$ cat src/rtl/id_ex_skid_reg.sv
// id_ex_skid_reg
//   Elastic ID/EX pipeline register. Carries the decoded control bundle and
//   operands from decode to execute through a two-entry skid buffer. Both
//   sides use valid/ready handshakes. in_ready is taken straight from a
//   register, so execute stalls never reach decode through a combinational
//   path. Empty slots drive all-zero outputs, so a bubble cannot write a
//   register or memory.
//
// Ports
//   clk, reset            rising-edge clock, asynchronous active-high reset
//   flush                 synchronous flush of held and incoming entries
//   in_valid / in_ready   decode-side handshake
//   in_ctrl .. in_funct   decode-side payload
//   out_valid / out_ready execute-side handshake
//   out_ctrl .. out_funct head-entry payload (zero when out_valid = 0)
//   occupancy             number of entries held (0..2)
module id_ex_skid_reg #(
  parameter int XLEN    = 64,
  parameter int RA_W    = 5,
  parameter int FUNCT_W = 4,
  parameter int CTRL_W  = 8
) (
  input  logic               clk,
  input  logic               reset,
  input  logic               flush,
  input  logic               in_valid,
  output logic               in_ready,
  input  logic [CTRL_W-1:0]  in_ctrl,
  input  logic [XLEN-1:0]    in_pc,
  input  logic [XLEN-1:0]    in_rdata1,
  input  logic [XLEN-1:0]    in_rdata2,
  input  logic [XLEN-1:0]    in_imm,
  input  logic [RA_W-1:0]    in_rs1,
  input  logic [RA_W-1:0]    in_rs2,
  input  logic [RA_W-1:0]    in_rd,
  input  logic [FUNCT_W-1:0] in_funct,
  output logic               out_valid,
  input  logic               out_ready,
  output logic [CTRL_W-1:0]  out_ctrl,
  output logic [XLEN-1:0]    out_pc,
  output logic [XLEN-1:0]    out_rdata1,
  output logic [XLEN-1:0]    out_rdata2,
  output logic [XLEN-1:0]    out_imm,
  output logic [RA_W-1:0]    out_rs1,
  output logic [RA_W-1:0]    out_rs2,
  output logic [RA_W-1:0]    out_rd,
  output logic [FUNCT_W-1:0] out_funct,
  output logic [1:0]         occupancy
);

  localparam int PAY_W = CTRL_W + 4 * XLEN + 3 * RA_W + FUNCT_W;

  typedef enum logic [1:0] {
    EMPTY = 2'd0,
    ONE   = 2'd1,
    FULL  = 2'd2
  } state_t;

  state_t             state;
  logic               vld_p0;   // skid entry valid
  logic               vld_p1;   // main (head) entry valid
  logic [PAY_W-1:0]   data_p0;  // skid entry payload
  logic [PAY_W-1:0]   data_p1;  // main entry payload
  logic [PAY_W-1:0]   in_pay;
  logic [PAY_W-1:0]   out_pay;
  logic [1:0]         occ_q;
  logic               accept;
  logic               pop;

  assign in_pay = {in_ctrl, in_pc, in_rdata1, in_rdata2, in_imm,
                   in_rs1, in_rs2, in_rd, in_funct};

  // in_ready depends only on the skid register, never on out_ready.
  assign in_ready  = ~vld_p0;
  assign accept    = in_valid & in_ready & ~flush;
  assign pop       = vld_p1 & out_ready;
  assign occupancy = occ_q;

  // ---- decode -> skid/main stage ----
  // Flush drops everything, including the entry offered this cycle. The
  // payload is left as is because the outputs are gated by the valid bit.
  always_ff @(posedge clk or posedge reset) begin
    if (reset) begin
      state   <= EMPTY;
      vld_p0  <= 1'b0;
      vld_p1  <= 1'b0;
      occ_q   <= 2'd0;
      data_p0 <= '0;
      data_p1 <= '0;
    end else if (flush) begin
      state  <= EMPTY;
      vld_p0 <= 1'b0;
      vld_p1 <= 1'b0;
      occ_q  <= 2'd0;
    end else begin
      case (state)
        EMPTY: begin
          if (accept) begin
            data_p1 <= in_pay;
            vld_p1  <= 1'b1;
            occ_q   <= 2'd1;
            state   <= ONE;
          end
        end
        ONE: begin
          if (accept && pop) begin
            data_p1 <= in_pay;
          end else if (accept) begin
            // Head is stalled: park the new entry in the skid slot.
            data_p0 <= in_pay;
            vld_p0  <= 1'b1;
            occ_q   <= 2'd2;
            state   <= FULL;
          end else if (pop) begin
            vld_p1 <= 1'b0;
            occ_q  <= 2'd0;
            state  <= EMPTY;
          end
        end
        FULL: begin
          // in_ready is low here, so only a pop can move the buffer.
          if (pop) begin
            data_p1 <= data_p0;
            vld_p0  <= 1'b0;
            occ_q   <= 2'd1;
            state   <= ONE;
          end
        end
        default: begin
          vld_p0 <= 1'b0;
          vld_p1 <= 1'b0;
          occ_q  <= 2'd0;
          state  <= EMPTY;
        end
      endcase
    end
  end

  // ---- main -> execute stage ----
  assign out_valid = vld_p1;
  assign out_pay   = vld_p1 ? data_p1 : '0;
  assign {out_ctrl, out_pc, out_rdata1, out_rdata2, out_imm,
          out_rs1, out_rs2, out_rd, out_funct} = out_pay;

endmodule

$ cat config.mk
export PLATFORM = sky130hd
export DESIGN_NAME = id_ex_skid_reg
export DESIGN_NICKNAME = d
export VERILOG_FILES = /design/src/rtl/id_ex_skid_reg.sv
export SDC_FILE = /design/constraint.sdc
export NUM_CORES = 1
export LEC_CHECK = 0
export CORE_AREA = 5 5 265 267
export DETAILED_ROUTE_END_ITERATION = 12
export DIE_AREA = 0 0 270 272
export GPL_ROUTABILITY_DRIVEN = 1
export RECOVER_POWER = 100
export SETUP_SLACK_MARGIN = 0.02
export SYNTH_ARGS = -nofsm -noshare
export SYNTH_HDL_FRONTEND = slang
export SYNTH_SLANG_ARGS = --single-unit
$ cat constraint.sdc
create_clock -name clk -period 40.1 [get_ports clk]
set_input_delay 12.03 -clock clk [delete_from_list [all_inputs] [get_ports clk]]
set_output_delay 12.03 -clock clk [all_outputs]
set_load 0.02 [all_outputs]
; After elaboration in Yosys (flattened, before gate mapping)
; Cells that the tools add are included.
[op_classes]
n_eq_ne = 14
n_mux = 21
bitwise_logic = 6
reduce_logical = 8
[op_table]
columns = op, count
row1 = two-way mux 283 bit, 4
row2 = one-hot mux 283 bit (3 select lines), 1
row3 = "inequality test 3 bit, second input constant", 6
row4 = two-way mux 2 bit, 6
row5 = AND reduction 4 bit, 3
row6 = "inequality test 2 bit, second input constant", 5
row7 = AND reduction 5 bit, 2
row8 = two-way mux 1 bit, 7
row9 = one-hot mux 1 bit (3 select lines), 2
row10 = one-hot mux 2 bit (3 select lines), 1
row11 = "inequality test 4 bit, second input constant", 1
row12 = AND 1 bit, 3
row13 = inverter 1 bit, 3
row14 = nonzero test 3 bit, 1
row15 = "equality test 2 x 1 -> 1 bit, second input constant", 1
row16 = "equality test 2 bit, second input constant", 1
row17 = logical NOT 2 bit, 1
row18 = logical AND 1 bit, 1
[totals]
reg_bits = 570
word_cells = 54

; Depth between registers and ports, before layout
; Gate-level depths: netlist of the first run.
[logic_depth]
ltp_word = 7
ltp_mapped = 6
depth_no_buf = 3

; Worst setup path before layout of the first run
; No wires, ideal clock.
[synth_path]
path_type = input port to flip-flop
startpoint = input port flush
endpoint = register data_p1[233]
setup_ns = 0.127
arrival_time_ns = 13.456
required_time_ns = 39.973
setup_slack_ns = 26.517
stages = 5
cell_sequence = or4b_4 > o32ai_4 > buf_8 > buf_6 > mux2_1
[synth_between]
elab_chain_len = 5
elab_cells_between_ends = 6
cone_classes = eq/ne (2) / bitwise (2) / reduce/logical (2)
[synth_lines]
columns = element, line
row1 = "start, declared", 25  ; input logic flush,
row2 = inverter 1 bit (no line) (*), n/a
row3 = AND 1 bit, 75  ; assign accept = in_valid & in_ready & ~flush;
row4 = logical AND 1 bit, 106  ; if (accept && pop) begin
row5 = inequality test 2 bit (no line), n/a
row6 = AND reduction 5 bit (no line) (*), n/a
row7 = "end signal, assigned", 99  ; data_p1 <= in_pay;
row8 = "end signal, assigned", 107  ; data_p1 <= in_pay;
row9 = "end signal, assigned", 123  ; data_p1 <= data_p0;
row10 = "end, declared", 63  ; logic [PAY_W-1:0] data_p1;
; Mark *: on every way between the ends. The rest lies on a longest branch, timed or not.
; A chain may end at the register's enable or synchronous reset.

; Worst setup path after layout of the first run
[layout_path]
startpoint = input port out_ready
endpoint = register data_p0[45]
[layout_between]
elab_chain_len = 4
[layout_lines]
columns = element, line
row1 = "start, declared", 38  ; input logic out_ready,
row2 = AND 1 bit, 76  ; assign pop = vld_p1 & out_ready;
row3 = logical AND 1 bit, 106
row4 = inverter 1 bit (no line), n/a
row5 = AND reduction 4 bit (no line), n/a
row6 = "end signal, assigned", 110  ; data_p0 <= in_pay;
row7 = "end, declared", 62  ; logic [PAY_W-1:0] data_p0;
; Every way passes these cells.

==> results of run 1 <==
==> Yosys cell counts <==
| cell type | instances |
|---|---|
| sky130_fd_sc_hd__a221oi_1 | 1 |
| sky130_fd_sc_hd__buf_1 | 1 |
| sky130_fd_sc_hd__nor2b_1 | 2 |
| sky130_fd_sc_hd__mux2_2 | 639 |
| sky130_fd_sc_hd__nor3b_1 | 1 |
| sky130_fd_sc_hd__o21ai_0 | 1 |
| sky130_fd_sc_hd__buf_4 | 1 |
| sky130_fd_sc_hd__buf_6 | 1 |
| sky130_fd_sc_hd__a31oi_1 | 1 |
| sky130_fd_sc_hd__o21bai_1 | 1 |
| sky130_fd_sc_hd__inv_1 | 3 |
| sky130_fd_sc_hd__mux2_1 | 210 |
| sky130_fd_sc_hd__nand3b_1 | 3 |
| sky130_fd_sc_hd__o32ai_4 | 1 |
| sky130_fd_sc_hd__buf_2 | 51 |
| sky130_fd_sc_hd__nand2b_1 | 2 |
| sky130_fd_sc_hd__buf_12 | 2 |
| sky130_fd_sc_hd__a21boi_2 | 1 |
| sky130_fd_sc_hd__and2_1 | 283 |
| sky130_fd_sc_hd__or4b_4 | 1 |
| sky130_fd_sc_hd__a2111oi_0 | 1 |
| sky130_fd_sc_hd__nand2_1 | 2 |
| sky130_fd_sc_hd__buf_8 | 27 |
| sky130_fd_sc_hd__o21a_1 | 1 |
| sky130_fd_sc_hd__nor3_1 | 1 |
| sky130_fd_sc_hd__dfrtp_1 | 570 |
| sky130_fd_sc_hd__clkbuf_1 | 43 |
| sky130_fd_sc_hd__a21oi_1 | 1 |
==> stage by stage <==
| stage | utilization (%) | setup WS, ns |
|---|---|---|
| 5_1_grt | 51.5 | 12.93 |
| 3_3_place_gp | 48.3 | 23.43 |
| 3_5_place_dp | 48.3 | 23.32 |
| 4_1_cts | 51.7 | 23.99 |
| 2_1_floorplan | - | 12.13 |
| 6_report | 51.6 | 14.13 |
==> per-layer routing <==
metal,up-vias,global-route usage (%),part of all wire (%)
met4,18,6.25,2.8
met2,343,34.6,53
li1,7544,-,-
met1,8620,22.5,38
met3,122,5.65,6.1
met5,-,0,0.14
==> report_power, final <==
group,internal (W),switching (W)
clock,0.000382,0.000244
sequential,0.000857,0.000130
combinational,0.000391,0.000283
==> layout make-up <==
cell class | instances | area (um^2) | share of cell area, %
clock inverter | 18 | 251 | 0.719
antenna | 9 | 22.5 | 0.0644
multi-input combinational | 1153 | 11500 | 32.8
sequential | 570 | 14300 | 40.8
clock buffer | 100 | 2020 | 5.78
tap | 882 | 1100 | 3.15
timing repair buffer | 593 | 5840 | 16.7
inverter | 3 | 12.5 | 0.0358
==> worst max path at each step <==
stage                          from      endpoint  depth (start not counted)  slack (ns)
final                     out_ready   data_p0[45]                          7       14.13
after global routing      out_ready   data_p0[39]                          7       12.93
after CTS                     reset  data_p1[223]                          6       23.99
after detailed placement      reset  data_p0[233]                          6       23.32
after global placement        reset  data_p0[250]                          6       23.43
after floorplan               reset    data_p0[0]                          1       12.13
==> registers in the layout, indices dropped and copies added (netlist names) <==
name,count
data_p0,283
data_p1,283
occupancy,2
out_valid,1
vld_p0,1
==> logic make-up (layout without fill, tap and decap cells) <==
group / count (synthesis) / in the layout
AND/OR/NAND/NOR: 295 / 295
flip-flops: 570 / 570
multiplexers: 849 / 849
AO/OA/AOI/OAI: 9 / 9
buffers and inverters: 129 / 714
other: 0 / 9
==> metrics.yaml, run 1 <==
worst-slew-pin-transition_ns: 10.10
first_pass_grt_wire_length_um: 112000
finalWirelength_um: 72900
final_standard_cell_area_without_fillers_um2: 35000
list_of_cells_traversed_by_the_critical_path: "dlygate4sd3_1 > a21boi_0 > nand3b_1 > clkbuf_1 > clkbuf_1 > clkbuf_1 > mux2_2"
clkSlewWorstSetupHoldPaths_ns: 0.05
gr-usage-all-layers_pct: 19.4
fp.dieArea_um2: 73400
timing.max_cap.violations: 16
critPathRequiredTime_ns: 40.55
depth_of_the_worst_hold_timing_path: 1
critical_path.top_delay_family: "buffers and inverters"
min_delay_worst_endpoint: "data_p1[97]"
status: "finished, violations left"
hold_path.startpoint: "data_p1[97]"
xor_xnor_share_of_the_synthesized_area_pct: 0
yosys.area_share.simple_pct: 6.95
reg2reg_to: "data_p0[45]"
routed_wire_length_per_instance_um: 21.9
io_buffers: 574
max_buffers_root_to_sink: 3
grt_max_degree: 162
synth_fp_nets: 2140
synthAdderAreaFrac_pct: 0
cts.sinks: 570
floorplan.initialDensity_pct: 39.3
fp.dieH_um: 272
final.min_clock_period_ns: 25.97
critPathSlowestCell: "sky130_fd_sc_hd__clkbuf_1"
power_per_cell_area_nw_per_um2: 65.3
nature_of_the_critical_path_endpoint: "register"
core_area_um2: 67900
cts-root-buf: "sky130_fd_sc_hd__clkbuf_16"
drt_iter0_markers: 605
tritoncts: "done"
share_of_layout_cells_above_drive_strength_1_pct: 30.8
crit_path_start_kind: "input pin"
top_post_synthesis_cells_by_area: "sky130_fd_sc_hd__dfrtp_1 54%, sky130_fd_sc_hd__mux2_2 27%, sky130_fd_sc_hd__mux2_1 8.9%"
cp_slowest_stage_delay_ns: 6.98
quantity_of_gates_resized_following_cts: 0
p_total_w: 0.00229
timing.final.max_slew_violations: 1384
syn-instance-count: 1852
worst_r2r_startpoint: "out_valid"
combinational_family_with_the_most_area_after_synthesis: "multiplexers"
synthesis.area_um2: 26700
crit_path_frequent_cell: "sky130_fd_sc_hd__clkbuf_1"
critical_path_peak_fanout: 161
fin_tns_setup_ns: 0
complex_gate_fraction_of_the_synthesized_area_pct: 0.329
synth_cell_types: 28
route.vias.total: 16647
floorplan.die.width_um: 270
cts.repair_timing.setup_buffer_count: 0
n_fill_cell: 5831
hold_path_class: "register to register"
core.rowCount: 96
timing.max_slew.rel_slack_pct: -573
post_dp_cell_area_um2: 32800
yosys_warnings: 0
total_leakage_power_nw: 14.5
clock_insertion_delay_worst_skew_ns: 0.59
mostFrequentLayoutCell: "sky130_fd_sc_hd__mux2_2"
synth.largest_area_cell: "sky130_fd_sc_hd__dfrtp_1"
layoutNonFillerInstCount: 3328
layout_worst_path_cycle_share_pct: 64.8
drt-vias-per-instance: 5.00
areaGrowthSynthToFinish_pct: 31.3
antenna_found_initial: 18
critPathBufInv: 4
unrepaired_setup_endpoints_after_global_routing: "false"
failing_checks: "capacitance limit, slew limit"
synth-seq-cells: 570
synth_mux_area_share_pct: 35.9
route.antenna.remaining_nets: 0
arrival_ns: 26.42
global_route.overflow_total: 0
cts_hold_repair.buffers: 0
holdWs_ns: 0.477
hold_viol_final: 0
finalSetupViolations: 0
rrSetupSlack_ns: 23.34
yosysTopAreaCellShare_pct: 53.5
gp_congestion: 0.777
most_used_cells_in_the_layout_excluding_fill_and_tap_cells: "639 x sky130_fd_sc_hd__mux2_2, 570 x sky130_fd_sc_hd__dfrtp_1, 509 x sky130_fd_sc_hd__clkdlybuf4s50_1"
synthesis.area_per_instance_um2: 14.4
cts_htree_levels: 3
worstRegToRegCells: 6
grt_pass1_vias: 18335
clock.fmax_ghz: 0.0385
detailed_place_hpwl_um: 48500
drcViolationCount: 0
cts_buffers: 67
critPathKind: "input pin to register"
drt_first_pass_iters: 4
placed_cells_incl_taps: 3201
synth_seq_area_share_pct: 53.5
io-pin-count: 575
vdd_drop_max_mv: 0.0374
final.setup_skew_ns: 0.0232
nets_finish: 2676
Note: power is estimated with default switching activity, not from simulation.
==> inputs of run 2 (changes only) <==
Clock period 40.1 ns to 24.1 ns, I/O delays scaled along.
==> metrics.yaml, run 2 (synthesis results as in run 1) <==
finalSetupViolations: 0  # unchanged
cts_htree_levels: 3  # unchanged
crit_path_start_kind: "input pin"
nets_finish: 2674  # -0.075%
rrSetupSlack_ns: 13.05  # -10.29 ns
arrival_ns: 15.85  # -10.57 ns
p_total_w: 0.00374  # +64%
list_of_cells_traversed_by_the_critical_path: "dlygate4sd3_1 > a21boi_0 > nand3b_1 > buf_12 > clkbuf_1 > clkbuf_1 > mux2_2"
clock.fmax_ghz: 0.0652
vdd_drop_max_mv: 0.0598  # +60%
critPathRequiredTime_ns: 24.62  # -15.93 ns
cp_slowest_stage_delay_ns: 3.08  # -3.90 ns
tritoncts: "done"
dpl_worst_slack_ns: 12.77  # -10.55 ns
fin_tns_setup_ns: 0  # unchanged
fp.dieArea_um2: 73400  # unchanged
setup.worst_path.end: "data_p0[111]"
reg2reg_to: "data_p0[111]"
area.sequential_um2: 14300  # unchanged
drt_iter0_markers: 704  # +16%
power_per_cell_area_nw_per_um2: 107  # +64%
cts.sinks: 570  # unchanged
cts-root-buf: "sky130_fd_sc_hd__clkbuf_16"
gp_congestion: 0.801  # +3.1%
final.min_clock_period_ns: 15.33
first_pass_grt_wire_length_um: 112000  # -0.12%
grt_pass1_vias: 18318  # -0.093%
detailed_place_hpwl_um: 48300  # -0.45%
share_of_layout_cells_above_drive_strength_1_pct: 30.7  # -0.13 points
holdWs_ns: 0.475  # -0.00156 ns
nature_of_the_critical_path_endpoint: "register"
io_buffers: 574  # unchanged
cts_buffers: 67  # unchanged
io-pin-count: 575  # unchanged
mostFrequentLayoutCell: "sky130_fd_sc_hd__mux2_2"
crit_path_frequent_cell: "sky130_fd_sc_hd__clkbuf_1"
multi_input_area_um2: 11500  # +0.16%
gr-usage-all-layers_pct: 19.4  # about the same
final_core_utilization_pct: 51.5  # -0.070 points
route.antenna.remaining_nets: 0  # unchanged
cts.repair_timing.setup_buffer_count: 0  # unchanged
drt_first_pass_iters: 4  # unchanged
worst_r2r_startpoint: "out_valid"
grt_max_degree: 173  # +6.8%
cts_hold_repair.buffers: 0  # unchanged
critPathSlowestCell: "sky130_fd_sc_hd__clkbuf_1"
n_fill_cell: 5887  # +0.96%
worstRegToRegCells: 6  # unchanged
drt-vias-per-instance: 4.98  # -0.49%
crit_path_start: "out_ready"
route.vias.total: 16580  # -0.40%
unrepaired_setup_endpoints_after_global_routing: "false"
timing.max_cap.violations: 11  # -5
critPathKind: "input pin to register"
routed_wire_length_per_instance_um: 21.7  # -0.76%
global_route.overflow_total: 0  # unchanged
timing.final.max_slew_violations: 912  # -34%
max_buffers_root_to_sink: 3  # unchanged
floorplan.initialDensity_pct: 39.3  # unchanged
quantity_of_gates_resized_following_cts: 0  # unchanged
antenna_found_initial: 24  # +6
core.rowCount: 96  # unchanged
worst-slew-pin-transition_ns: 6.06  # -4.04 ns
failing_checks: "capacitance limit, slew limit"
fp.dieH_um: 272  # unchanged
hold_path_class: "register to register"
clock_insertion_delay_worst_skew_ns: 0.60  # about the same
status: "finished, violations left"
hold_viol_final: 0  # unchanged
critical_path_peak_fanout: 151  # -6.2%
total_leakage_power_nw: 14.5  # -0.14%
setup_ws_ns: 8.77  # -5.36 ns
drcViolationCount: 0  # unchanged
areaGrowthSynthToFinish_pct: 31.1
most_used_cells_in_the_layout_excluding_fill_and_tap_cells: "639 x sky130_fd_sc_hd__mux2_2, 570 x sky130_fd_sc_hd__dfrtp_1, 502 x sky130_fd_sc_hd__clkdlybuf4s50_1"
clkSlewWorstSetupHoldPaths_ns: 0.06  # about the same
finalWirelength_um: 72400  # -0.67%
layout_worst_path_cycle_share_pct: 63.6
floorplan.die.width_um: 270  # unchanged
timing.max_slew.rel_slack_pct: -306  # +270 points
core_area_um2: 67900  # unchanged
final.setup_skew_ns: 0.0174  # -0.00582 ns
==> run 2: worst max-delay path: cells and delay by family <==
kind                   cells  cell delay (ns)
multiplexers               1             0.59
buffers and inverters      4             7.14
AO/OA/AOI/OAI              1             0.26
AND/OR/NAND/NOR            1             0.43
==> run 2: metrics by stage <==
step / std cells / area (um^2)
2_1_floorplan: 1852 / 26700
5_1_grt: 3329 / 34900
3_3_place_gp: 3199 / 32800
3_5_place_dp: 3199 / 32800
6_report: 3331 / 34900
4_1_cts: 3316 / 35000
==> run 2: cell type report <==
cell class              count  share of cell area (%)
multi-input cells        1153                    32.9
repair buffers            591                    16.8
clock buffers             100                    5.59
inverters                   3                  0.0358
clock inverters            17                   0.569
flip-flops and latches    570                    40.8
well taps                 882                    3.16
diodes                     15                   0.107
==> run 2: worst min-delay path by stage <==
stage	start	to	depth (start not counted)
final	data_p1[126]	data_p1[126]	1
after global routing	data_p1[200]	data_p1[200]	1
after CTS	data_p1[33]	data_p1[33]	1
after detailed placement	data_p1[204]	data_p1[204]	1
after global placement	data_p1[66]	data_p1[66]	1
after floorplan	data_p1[233]	data_p1[233]	1
==> run 2: power by group <==
| group | internal, W | switching, W |
|---|---|---|
| registers | 0.00142 | 0.000215 |
| clock network | 0.000594 | 0.000402 |
| logic | 0.000633 | 0.000470 |
| total | 0.00265 | 0.00109 |
==> run 2: layer usage <==
layer	vias to the layer above	wire length [um]	track usage (%)
met2	360	37100	33.5
met3	147	4550	6.02
li1	7531	-	-
met5	-	127	0
met1	8524	28000	22.6
met4	18	2650	7.83
